### config.mk
export PLATFORM = sky130hd
export DESIGN_NAME = m_axi_lite_flat
export DESIGN_NICKNAME = d
export VERILOG_FILES = /design/src/rtl/m_axi_lite_if.sv /design/src/rtl/m_axi_lite.sv /design/src/flat_wrapper.sv
export SDC_FILE = /design/constraint.sdc
export NUM_CORES = 1
export LEC_CHECK = 0
export CORE_MARGIN = 1.5
export CORE_UTILIZATION = 38
export CTS_CLUSTER_SIZE = 25
export DETAILED_ROUTE_END_ITERATION = 7
export PLACE_DENSITY = 0.84
export SYNTH_ARGS = -nofsm -noshare
export SYNTH_HDL_FRONTEND = slang
export SYNTH_SLANG_ARGS = --single-unit
### constraint.sdc
create_clock -name M_AXI_ACLK -period 1.8 [get_ports M_AXI_ACLK]
set_input_delay 0.36 -clock M_AXI_ACLK [delete_from_list [all_inputs] [get_ports M_AXI_ACLK]]
set_output_delay 0.36 -clock M_AXI_ACLK [all_outputs]
set_load 0.05 [all_outputs]
### src/rtl/m_axi_lite_if.sv
// m_axi_lite_if: AXI4-Lite bus bundle between one initiator and one target.
//   Parameters: P_DATA_WIDTH (multiple of 8), P_ADDR_WIDTH.
//   Channels: AW (awaddr/awprot/awvalid/awready), W (wdata/wstrb/wvalid/wready),
//             B (bresp/bvalid/bready), AR (araddr/arprot/arvalid/arready),
//             R (rdata/rresp/rvalid/rready).
//   Modports: master (initiator side), slave (target side).
interface m_axi_lite_if #(
  parameter int unsigned P_DATA_WIDTH = 32,
  parameter int unsigned P_ADDR_WIDTH = 4
);
  localparam int unsigned STRB_W = P_DATA_WIDTH / 8;

  logic [P_ADDR_WIDTH-1:0] awaddr;
  logic [2:0]              awprot;
  logic                    awvalid;
  logic                    awready;

  logic [P_DATA_WIDTH-1:0] wdata;
  logic [STRB_W-1:0]       wstrb;
  logic                    wvalid;
  logic                    wready;

  logic [1:0]              bresp;
  logic                    bvalid;
  logic                    bready;

  logic [P_ADDR_WIDTH-1:0] araddr;
  logic [2:0]              arprot;
  logic                    arvalid;
  logic                    arready;

  logic [P_DATA_WIDTH-1:0] rdata;
  logic [1:0]              rresp;
  logic                    rvalid;
  logic                    rready;

  modport master (
    output awaddr, awprot, awvalid, input awready,
    output wdata, wstrb, wvalid,    input wready,
    input  bresp, bvalid,           output bready,
    output araddr, arprot, arvalid, input arready,
    input  rdata, rresp, rvalid,    output rready
  );

  modport slave (
    input  awaddr, awprot, awvalid, output awready,
    input  wdata, wstrb, wvalid,    output wready,
    output bresp, bvalid,           input bready,
    input  araddr, arprot, arvalid, output arready,
    output rdata, rresp, rvalid,    input rready
  );
endinterface

### src/rtl/m_axi_lite.sv
// m_axi_lite: single-outstanding AXI4-Lite initiator. Each accepted command
// becomes one write (AW+W+B) or one read (AR+R); completion is reported as a
// one-cycle response pulse whose fields hold until the next completion.
//   Clock/reset : M_AXI_ACLK, M_AXI_ARESETN (synchronous, active-low)
//   Command     : i_cmd_valid/o_cmd_ready, i_cmd_wr, i_cmd_addr, i_cmd_wdata,
//                 i_cmd_wstrb
//   Response    : o_rsp_valid, o_rsp_wr, o_rsp_rdata, o_rsp_resp, o_rsp_timeout
//   Bus         : m_axi (m_axi_lite_if.master)
// Optional feature macro: M_AXI_LITE_TIMEOUT_EN enables an 8-bit watchdog that
// aborts a stuck transaction after P_TIMEOUT_CYCLES cycles outside IDLE and
// reports resp=2'b10 with o_rsp_timeout=1. Without it the block waits forever.
module m_axi_lite #(
  parameter int unsigned P_M_AXI_DATA_WIDTH = 32,
  parameter int unsigned P_M_AXI_ADDR_WIDTH = 4,
  parameter int unsigned P_TIMEOUT_CYCLES   = 255
) (
  input  logic                              M_AXI_ACLK,
  input  logic                              M_AXI_ARESETN,
  input  logic                              i_cmd_valid,
  output logic                              o_cmd_ready,
  input  logic                              i_cmd_wr,
  input  logic [P_M_AXI_ADDR_WIDTH-1:0]     i_cmd_addr,
  input  logic [P_M_AXI_DATA_WIDTH-1:0]     i_cmd_wdata,
  input  logic [P_M_AXI_DATA_WIDTH/8-1:0]   i_cmd_wstrb,
  output logic                              o_rsp_valid,
  output logic                              o_rsp_wr,
  output logic [P_M_AXI_DATA_WIDTH-1:0]     o_rsp_rdata,
  output logic [1:0]                        o_rsp_resp,
  output logic                              o_rsp_timeout,
  m_axi_lite_if.master                      m_axi
);
  localparam int unsigned DW    = P_M_AXI_DATA_WIDTH;
  localparam int unsigned AW    = P_M_AXI_ADDR_WIDTH;
  localparam int unsigned SW    = DW / 8;
  localparam int unsigned CNT_W = 8;

  typedef enum logic [2:0] {
    IDLE    = 3'd0,
    WR_REQ  = 3'd1,
    WR_RESP = 3'd2,
    RD_REQ  = 3'd3,
    RD_RESP = 3'd4
  } state_e;

  state_e          state_q,   state_d;
  logic            awvalid_q, awvalid_d;
  logic            wvalid_q,  wvalid_d;
  logic            bready_q,  bready_d;
  logic            arvalid_q, arvalid_d;
  logic            rready_q,  rready_d;
  logic [AW-1:0]   awaddr_q,  awaddr_d;
  logic [AW-1:0]   araddr_q,  araddr_d;
  logic [DW-1:0]   wdata_q,   wdata_d;
  logic [SW-1:0]   wstrb_q,   wstrb_d;
  logic            rsp_valid_q,   rsp_valid_d;
  logic            rsp_wr_q,      rsp_wr_d;
  logic [DW-1:0]   rsp_rdata_q,   rsp_rdata_d;
  logic [1:0]      rsp_resp_q,    rsp_resp_d;
  logic            rsp_timeout_q, rsp_timeout_d;
  logic            cmd_fire_c;

`ifdef M_AXI_LITE_TIMEOUT_EN
  logic [CNT_W-1:0] tmo_cnt_q, tmo_cnt_d;
  logic             tmo_hit_c;
  // Counter equals the number of edges spent outside IDLE; abort on the edge it would reach the limit.
  assign tmo_hit_c = (state_q != IDLE) && (tmo_cnt_q == CNT_W'(P_TIMEOUT_CYCLES - 1));
`else
  wire [31:0] unused_tmo_cfg = 32'(P_TIMEOUT_CYCLES) + 32'(CNT_W);
`endif

  assign o_cmd_ready = (state_q == IDLE) && M_AXI_ARESETN;
  assign cmd_fire_c  = i_cmd_valid && o_cmd_ready;

  // Next-state and next-output logic.
  always_comb begin
    state_d       = state_q;
    awvalid_d     = awvalid_q;
    wvalid_d      = wvalid_q;
    bready_d      = bready_q;
    arvalid_d     = arvalid_q;
    rready_d      = rready_q;
    awaddr_d      = awaddr_q;
    araddr_d      = araddr_q;
    wdata_d       = wdata_q;
    wstrb_d       = wstrb_q;
    rsp_valid_d   = 1'b0;
    rsp_wr_d      = rsp_wr_q;
    rsp_rdata_d   = rsp_rdata_q;
    rsp_resp_d    = rsp_resp_q;
    rsp_timeout_d = rsp_timeout_q;
`ifdef M_AXI_LITE_TIMEOUT_EN
    tmo_cnt_d     = tmo_cnt_q;
`endif

    unique case (state_q)
      IDLE: begin
        if (cmd_fire_c) begin
          awaddr_d = i_cmd_addr;
          araddr_d = i_cmd_addr;
          wdata_d  = i_cmd_wdata;
          wstrb_d  = i_cmd_wstrb;
          if (i_cmd_wr) begin
            awvalid_d = 1'b1;
            wvalid_d  = 1'b1;
            state_d   = WR_REQ;
          end else begin
            arvalid_d = 1'b1;
            state_d   = RD_REQ;
          end
        end
      end
      WR_REQ: begin
        // AW and W complete independently; move on once both have dropped.
        if (awvalid_q && m_axi.awready) awvalid_d = 1'b0;
        if (wvalid_q && m_axi.wready)   wvalid_d  = 1'b0;
        if (!awvalid_d && !wvalid_d) begin
          bready_d = 1'b1;
          state_d  = WR_RESP;
        end
      end
      WR_RESP: begin
        if (bready_q && m_axi.bvalid) begin
          bready_d      = 1'b0;
          rsp_valid_d   = 1'b1;
          rsp_wr_d      = 1'b1;
          rsp_rdata_d   = '0;
          rsp_resp_d    = m_axi.bresp;
          rsp_timeout_d = 1'b0;
          state_d       = IDLE;
        end
      end
      RD_REQ: begin
        if (arvalid_q && m_axi.arready) begin
          arvalid_d = 1'b0;
          rready_d  = 1'b1;
          state_d   = RD_RESP;
        end
      end
      RD_RESP: begin
        if (rready_q && m_axi.rvalid) begin
          rready_d      = 1'b0;
          rsp_valid_d   = 1'b1;
          rsp_wr_d      = 1'b0;
          rsp_rdata_d   = m_axi.rdata;
          rsp_resp_d    = m_axi.rresp;
          rsp_timeout_d = 1'b0;
          state_d       = IDLE;
        end
      end
      default: state_d = IDLE;
    endcase

`ifdef M_AXI_LITE_TIMEOUT_EN
    if (cmd_fire_c) begin
      tmo_cnt_d = '0;
    end else if (state_q != IDLE) begin
      tmo_cnt_d = tmo_cnt_q + CNT_W'(1);
    end
    // A genuine completion on the same edge takes precedence over the abort.
    if (tmo_hit_c && !rsp_valid_d) begin
      awvalid_d     = 1'b0;
      wvalid_d      = 1'b0;
      bready_d      = 1'b0;
      arvalid_d     = 1'b0;
      rready_d      = 1'b0;
      rsp_valid_d   = 1'b1;
      rsp_wr_d      = (state_q == WR_REQ) || (state_q == WR_RESP);
      rsp_rdata_d   = '0;
      rsp_resp_d    = 2'b10;
      rsp_timeout_d = 1'b1;
      state_d       = IDLE;
    end
`endif
  end

  // State and output registers.
  always_ff @(posedge M_AXI_ACLK) begin
    if (!M_AXI_ARESETN) begin
      state_q       <= IDLE;
      awvalid_q     <= 1'b0;
      wvalid_q      <= 1'b0;
      bready_q      <= 1'b0;
      arvalid_q     <= 1'b0;
      rready_q      <= 1'b0;
      awaddr_q      <= '0;
      araddr_q      <= '0;
      wdata_q       <= '0;
      wstrb_q       <= '0;
      rsp_valid_q   <= 1'b0;
      rsp_wr_q      <= 1'b0;
      rsp_rdata_q   <= '0;
      rsp_resp_q    <= 2'b00;
      rsp_timeout_q <= 1'b0;
`ifdef M_AXI_LITE_TIMEOUT_EN
      tmo_cnt_q     <= '0;
`endif
    end else begin
      state_q       <= state_d;
      awvalid_q     <= awvalid_d;
      wvalid_q      <= wvalid_d;
      bready_q      <= bready_d;
      arvalid_q     <= arvalid_d;
      rready_q      <= rready_d;
      awaddr_q      <= awaddr_d;
      araddr_q      <= araddr_d;
      wdata_q       <= wdata_d;
      wstrb_q       <= wstrb_d;
      rsp_valid_q   <= rsp_valid_d;
      rsp_wr_q      <= rsp_wr_d;
      rsp_rdata_q   <= rsp_rdata_d;
      rsp_resp_q    <= rsp_resp_d;
      rsp_timeout_q <= rsp_timeout_d;
`ifdef M_AXI_LITE_TIMEOUT_EN
      tmo_cnt_q     <= tmo_cnt_d;
`endif
    end
  end

  assign m_axi.awaddr  = awaddr_q;
  assign m_axi.awprot  = 3'b000;
  assign m_axi.awvalid = awvalid_q;
  assign m_axi.wdata   = wdata_q;
  assign m_axi.wstrb   = wstrb_q;
  assign m_axi.wvalid  = wvalid_q;
  assign m_axi.bready  = bready_q;
  assign m_axi.araddr  = araddr_q;
  assign m_axi.arprot  = 3'b000;
  assign m_axi.arvalid = arvalid_q;
  assign m_axi.rready  = rready_q;

  assign o_rsp_valid   = rsp_valid_q;
  assign o_rsp_wr      = rsp_wr_q;
  assign o_rsp_rdata   = rsp_rdata_q;
  assign o_rsp_resp    = rsp_resp_q;
  assign o_rsp_timeout = rsp_timeout_q;
endmodule

### src/flat_wrapper.sv
// flat-port wrapper written by rule: the top's interface ports become plain ports
module m_axi_lite_flat 
#(
  parameter int unsigned P_M_AXI_DATA_WIDTH = 32,
  parameter int unsigned P_M_AXI_ADDR_WIDTH = 4,
  parameter int unsigned P_TIMEOUT_CYCLES   = 255
)
  (M_AXI_ACLK, M_AXI_ARESETN, i_cmd_valid, o_cmd_ready, i_cmd_wr, i_cmd_addr, i_cmd_wdata, i_cmd_wstrb, o_rsp_valid, o_rsp_wr, o_rsp_rdata, o_rsp_resp, o_rsp_timeout, m_axi_awaddr, m_axi_awprot, m_axi_awvalid, m_axi_awready, m_axi_wdata, m_axi_wstrb, m_axi_wvalid, m_axi_wready, m_axi_bresp, m_axi_bvalid, m_axi_bready, m_axi_araddr, m_axi_arprot, m_axi_arvalid, m_axi_arready, m_axi_rdata, m_axi_rresp, m_axi_rvalid, m_axi_rready);
  m_axi_lite_if #(.P_DATA_WIDTH((32)), .P_ADDR_WIDTH((4))) m_axi_i ();
  input  logic M_AXI_ACLK;
  input  logic M_AXI_ARESETN;
  input  logic i_cmd_valid;
  output logic o_cmd_ready;
  input  logic i_cmd_wr;
  input  logic [P_M_AXI_ADDR_WIDTH-1:0] i_cmd_addr;
  input  logic [P_M_AXI_DATA_WIDTH-1:0] i_cmd_wdata;
  input  logic [P_M_AXI_DATA_WIDTH/8-1:0] i_cmd_wstrb;
  output logic o_rsp_valid;
  output logic o_rsp_wr;
  output logic [P_M_AXI_DATA_WIDTH-1:0] o_rsp_rdata;
  output logic [1:0] o_rsp_resp;
  output logic o_rsp_timeout;
  output wire logic [$bits(m_axi_i.awaddr)-1:0] m_axi_awaddr;
  output wire logic [$bits(m_axi_i.awprot)-1:0] m_axi_awprot;
  output wire logic [$bits(m_axi_i.awvalid)-1:0] m_axi_awvalid;
  input wire logic [$bits(m_axi_i.awready)-1:0] m_axi_awready;
  output wire logic [$bits(m_axi_i.wdata)-1:0] m_axi_wdata;
  output wire logic [$bits(m_axi_i.wstrb)-1:0] m_axi_wstrb;
  output wire logic [$bits(m_axi_i.wvalid)-1:0] m_axi_wvalid;
  input wire logic [$bits(m_axi_i.wready)-1:0] m_axi_wready;
  input wire logic [$bits(m_axi_i.bresp)-1:0] m_axi_bresp;
  input wire logic [$bits(m_axi_i.bvalid)-1:0] m_axi_bvalid;
  output wire logic [$bits(m_axi_i.bready)-1:0] m_axi_bready;
  output wire logic [$bits(m_axi_i.araddr)-1:0] m_axi_araddr;
  output wire logic [$bits(m_axi_i.arprot)-1:0] m_axi_arprot;
  output wire logic [$bits(m_axi_i.arvalid)-1:0] m_axi_arvalid;
  input wire logic [$bits(m_axi_i.arready)-1:0] m_axi_arready;
  input wire logic [$bits(m_axi_i.rdata)-1:0] m_axi_rdata;
  input wire logic [$bits(m_axi_i.rresp)-1:0] m_axi_rresp;
  input wire logic [$bits(m_axi_i.rvalid)-1:0] m_axi_rvalid;
  output wire logic [$bits(m_axi_i.rready)-1:0] m_axi_rready;
  assign m_axi_awaddr = m_axi_i.awaddr;
  assign m_axi_awprot = m_axi_i.awprot;
  assign m_axi_awvalid = m_axi_i.awvalid;
  assign m_axi_i.awready = m_axi_awready;
  assign m_axi_wdata = m_axi_i.wdata;
  assign m_axi_wstrb = m_axi_i.wstrb;
  assign m_axi_wvalid = m_axi_i.wvalid;
  assign m_axi_i.wready = m_axi_wready;
  assign m_axi_i.bresp = m_axi_bresp;
  assign m_axi_i.bvalid = m_axi_bvalid;
  assign m_axi_bready = m_axi_i.bready;
  assign m_axi_araddr = m_axi_i.araddr;
  assign m_axi_arprot = m_axi_i.arprot;
  assign m_axi_arvalid = m_axi_i.arvalid;
  assign m_axi_i.arready = m_axi_arready;
  assign m_axi_i.rdata = m_axi_rdata;
  assign m_axi_i.rresp = m_axi_rresp;
  assign m_axi_i.rvalid = m_axi_rvalid;
  assign m_axi_rready = m_axi_i.rready;
  m_axi_lite #(.P_M_AXI_DATA_WIDTH(P_M_AXI_DATA_WIDTH), .P_M_AXI_ADDR_WIDTH(P_M_AXI_ADDR_WIDTH), .P_TIMEOUT_CYCLES(P_TIMEOUT_CYCLES)) u_core (.M_AXI_ACLK(M_AXI_ACLK), .M_AXI_ARESETN(M_AXI_ARESETN), .i_cmd_valid(i_cmd_valid), .o_cmd_ready(o_cmd_ready), .i_cmd_wr(i_cmd_wr), .i_cmd_addr(i_cmd_addr), .i_cmd_wdata(i_cmd_wdata), .i_cmd_wstrb(i_cmd_wstrb), .o_rsp_valid(o_rsp_valid), .o_rsp_wr(o_rsp_wr), .o_rsp_rdata(o_rsp_rdata), .o_rsp_resp(o_rsp_resp), .o_rsp_timeout(o_rsp_timeout), .m_axi(m_axi_i));
endmodule
==> flow_metrics.py <==
metrics = {
    "clock_tree": {
        "clkSinkCount": 84,
        "cts-root-buf": "clkbuf_8",
        "post_cts_buffers": 0,
        "ctsHtreeMaxLevel": 3,
        "cts_tree": "built",
        "postCtsHoldBufs": 0,
        "clk_latency_ns": 0.33,
        "clockBufferDepth": 2,
        "cts.clk_slew.worst_paths_ns": 0.08,
        "cts_buffers": 9,
    },
    "global_route": {
        "overflow": 0,
        "first_global_vias": 2815,
        "grt.busiest_layer": "met2",
        "grt_max_degree": 48,
        "grtUsageMet2_pct": 30.9,
        "grtUsageMet3_pct": 6.80,
        "met1_usage_pct": 21.5,
        "grt_use_total_pct": 18.4,
        "antenna_found_initial": 0,
        "grt_pass1_wl_um": 12800,
    },
    "setup_path": {
        "arrival_ns": 1.35,
        "worstSetupPathType": "reg2out",
        "crit_required_ns": 1.44,
        "critPathLaunchType": "flop",
        "cp_max_fo": 7,
        "r2r_slack_ns": 0.23,
        "cp-end-kind": "primary output",
    },
    "pwr": {
        "p_int_mw": 3.30,
        "p_seq_share_pct": 42.3,
        "comb_power_share_pct": 33.0,
        "p_sw_share_pct": 36.0,
        "p_switching_mw": 1.86,
        "vdd_drop_max_mv": 0.500,
        "pwr-share-clk_pct": 24.7,
        "power.density_nw_per_um2": 1060,
        "p_leak_nw": 1.99,
    },
    "sta": {
        "rsz0062_at_grt": "false",
        "period_needed_ns": 1.71,
        "skew_ns": 0.0112,
        "hold_viol": 0,
        "setup_viol": 0,
        "whs_ns": 0.456,
        "drv_slew": 0,
        "max_freq_ghz": 0.586,
        "fin_crit_sh_pct": 94.8,
        "worst_slack_ns": 0.0935,
        "setup-tns-final_ns": 0,
    },
    "yosys": {
        "yosysWarnings": 0,
        "postSynthCellCount": 357,
        "synth_compound_area_share_pct": 17.3,
        "synthArstFlopShare_pct": 0,
        "synth_xor_area_share_pct": 0,
        "syn_area_um2": 3130,
        "synth_simple_gate_area_share_pct": 20.3,
        "synth_top_family_by_area": "simple AND/OR/NAND/NOR gates",
        "synth-edff-count": 0,
        "ys_types": 37,
        "yosys.area_share.adder_pct": 0,
        "synth-main-ff-cell": "dfxtp_1",
        "ys_ff_latch": 84,
        "avgSynthCellArea_um2": 8.77,
        "synth_mux_area_share_pct": 0.959,
        "seq_area_frac_synth_pct": 53.7,
    },
    "final_layout": {
        "layout_commonest_cell": "buf_4",
        "syn_to_final_growth_pct": 55.0,
        "nFillCells": 686,
        "final_cell_mix": "buf_4, nand2_1, clkdlybuf4s50_1, dfxtp_1, o21ai_0",
        "drive_gt1_share_pct": 22.8,
        "nNetsFinal": 603,
        "postLayoutCoreUtil_pct": 61.8,
        "diodes": 0,
    },
    "placement": {
        "port_buffers": 170,
        "pre_cts_ws_ns": -0.0347,
        "dp_hpwl_um": 6050,
        "gp_congestion": 0.722,
    },
    "drt": {
        "drt-total-wl_um": 8290,
        "vias": 3012,
        "drt_iter0_drc": 84,
        "drc_errors": 0,
        "wl_per_cell_um": 13.3,
        "viasPerCell": 4.82,
        "drt_pass1_iterations": 4,
        "final_antenna_net_count": 0,
    },
    "run": {
        "maxCapViolCount": 0,
    },
    "floorplanning": {
        "start_util_pct": 39.9,
        "die_y_um": 93.8,
        "die_area_um2": 8790,
        "rows": 32,
        "io_pins": 178,
        "die-width_um": 93.8,
        "core_area_um2": 7850,
    },
    "worst_hold_path": {
        "hp-class": "reg2reg",
    },
    "outcome": {
        "status": "finished, final reports clean",
    },
}
[repair_timing]
action                     CTS  global route
pin swaps                    0             0
setup endpoints to repair    1             1
gates resized for setup      1             1
[registers in the layout, indices dropped and copies added (netlist names)]
name,flops
u_core.m_axi.awvalid,1
u_core.o_rsp_wr,1
u_core.m_axi.bready,1
u_core.m_axi.rready,1
u_core.m_axi.wstrb,4
u_core.m_axi.awaddr,4
u_core.state_q,3
u_core.o_rsp_rdata,32
u_core.m_axi.wvalid,1
u_core.m_axi.arvalid,1
u_core.m_axi.wdata,32
u_core.o_rsp_resp,2
u_core.o_rsp_valid,1
[path summary, 6_finish.rpt]
path	start	endpoint	cells after the start
worst max register to register	u_core.state_q[1]	u_core.o_rsp_rdata[20]	5
worst min register to register	u_core.m_axi.wdata[8]	u_core.m_axi.wdata[8]	2
worst min-delay path	u_core.m_axi.wdata[8]	u_core.m_axi.wdata[8]	2
worst max-delay path	u_core.state_q[0]	o_cmd_ready	3
[cell usage after synthesis, types with 2 or more instances]
library cell | n | share of area, %
or2_1 | 2 | 0.40
a22oi_1 | 33 | 7.9
clkbuf_2 | 3 | 0.48
buf_6 | 4 | 1.4
mux2i_1 | 3 | 0.96
buf_2 | 5 | 0.80
nor2_1 | 33 | 4.0
nor3_1 | 3 | 0.48
nand2b_1 | 2 | 0.40
o21ai_0 | 40 | 6.4
buf_4 | 15 | 3.6
and2_1 | 4 | 0.80
dfxtp_1 | 84 | 54
nand2_1 | 90 | 11
or2b_1 | 2 | 0.48
a31oi_1 | 2 | 0.40
a21oi_1 | 5 | 0.80
clkbuf_1 | 8 | 0.96
[kinds of logic after synthesis]
family | after synthesis
compound gates | 86
buf+inv | 37
flops | 84
mux | 3
other cells | 1
simple gates | 146
[critical path: stages, from the launching register on]
cell and delay (ns):
dfxtp_1 0.41, nor3_2 0.25, and2_1 0.21, buf_12 0.15
[routing by layer]
| layer | vias up | wire (um) |
|---|---|---|
| li1 | 1498 | - |
| met4 | 0 | 92 |
| met2 | 136 | 3970 |
| met1 | 1369 | 3330 |
| met3 | 9 | 897 |
| met5 | - | 0 |
[power groups by stage]
stage,clock network (mW),registers [mW],logic [mW]
final,1.27,2.18,1.70
after global routing,1.41,2.21,1.80
after CTS,1.32,2.18,1.71
after detailed placement,0,2.22,1.70
after global placement,0,2.21,1.67
after floorplan,0,2.80,0.511
[through the flow]
| stage | cells | area [um2] | power, mW |
|---|---|---|---|
| after floorplan | 363 | 3150 | 3.31 |
| final | 625 | 4850 | 5.15 |
| after detailed placement | 609 | 4660 | 3.92 |
| after global placement | 609 | 4660 | 3.88 |
| after global routing | 625 | 4850 | 5.42 |
| after CTS | 625 | 4850 | 5.20 |
[layout make-up]
class | count | area, um2 | share of cell area (%)
clock buffers | 12 | 135 | 2.78
clock inverters | 4 | 50.0 | 1.03
inverters | 1 | 3.75 | 0.0773
multi-input cells | 242 | 1240 | 25.6
flip-flops and latches | 84 | 1680 | 34.6
well taps | 102 | 128 | 2.63
repair buffers | 180 | 1610 | 33.2
No activity file was read; power rests on OpenSTA's default activity.
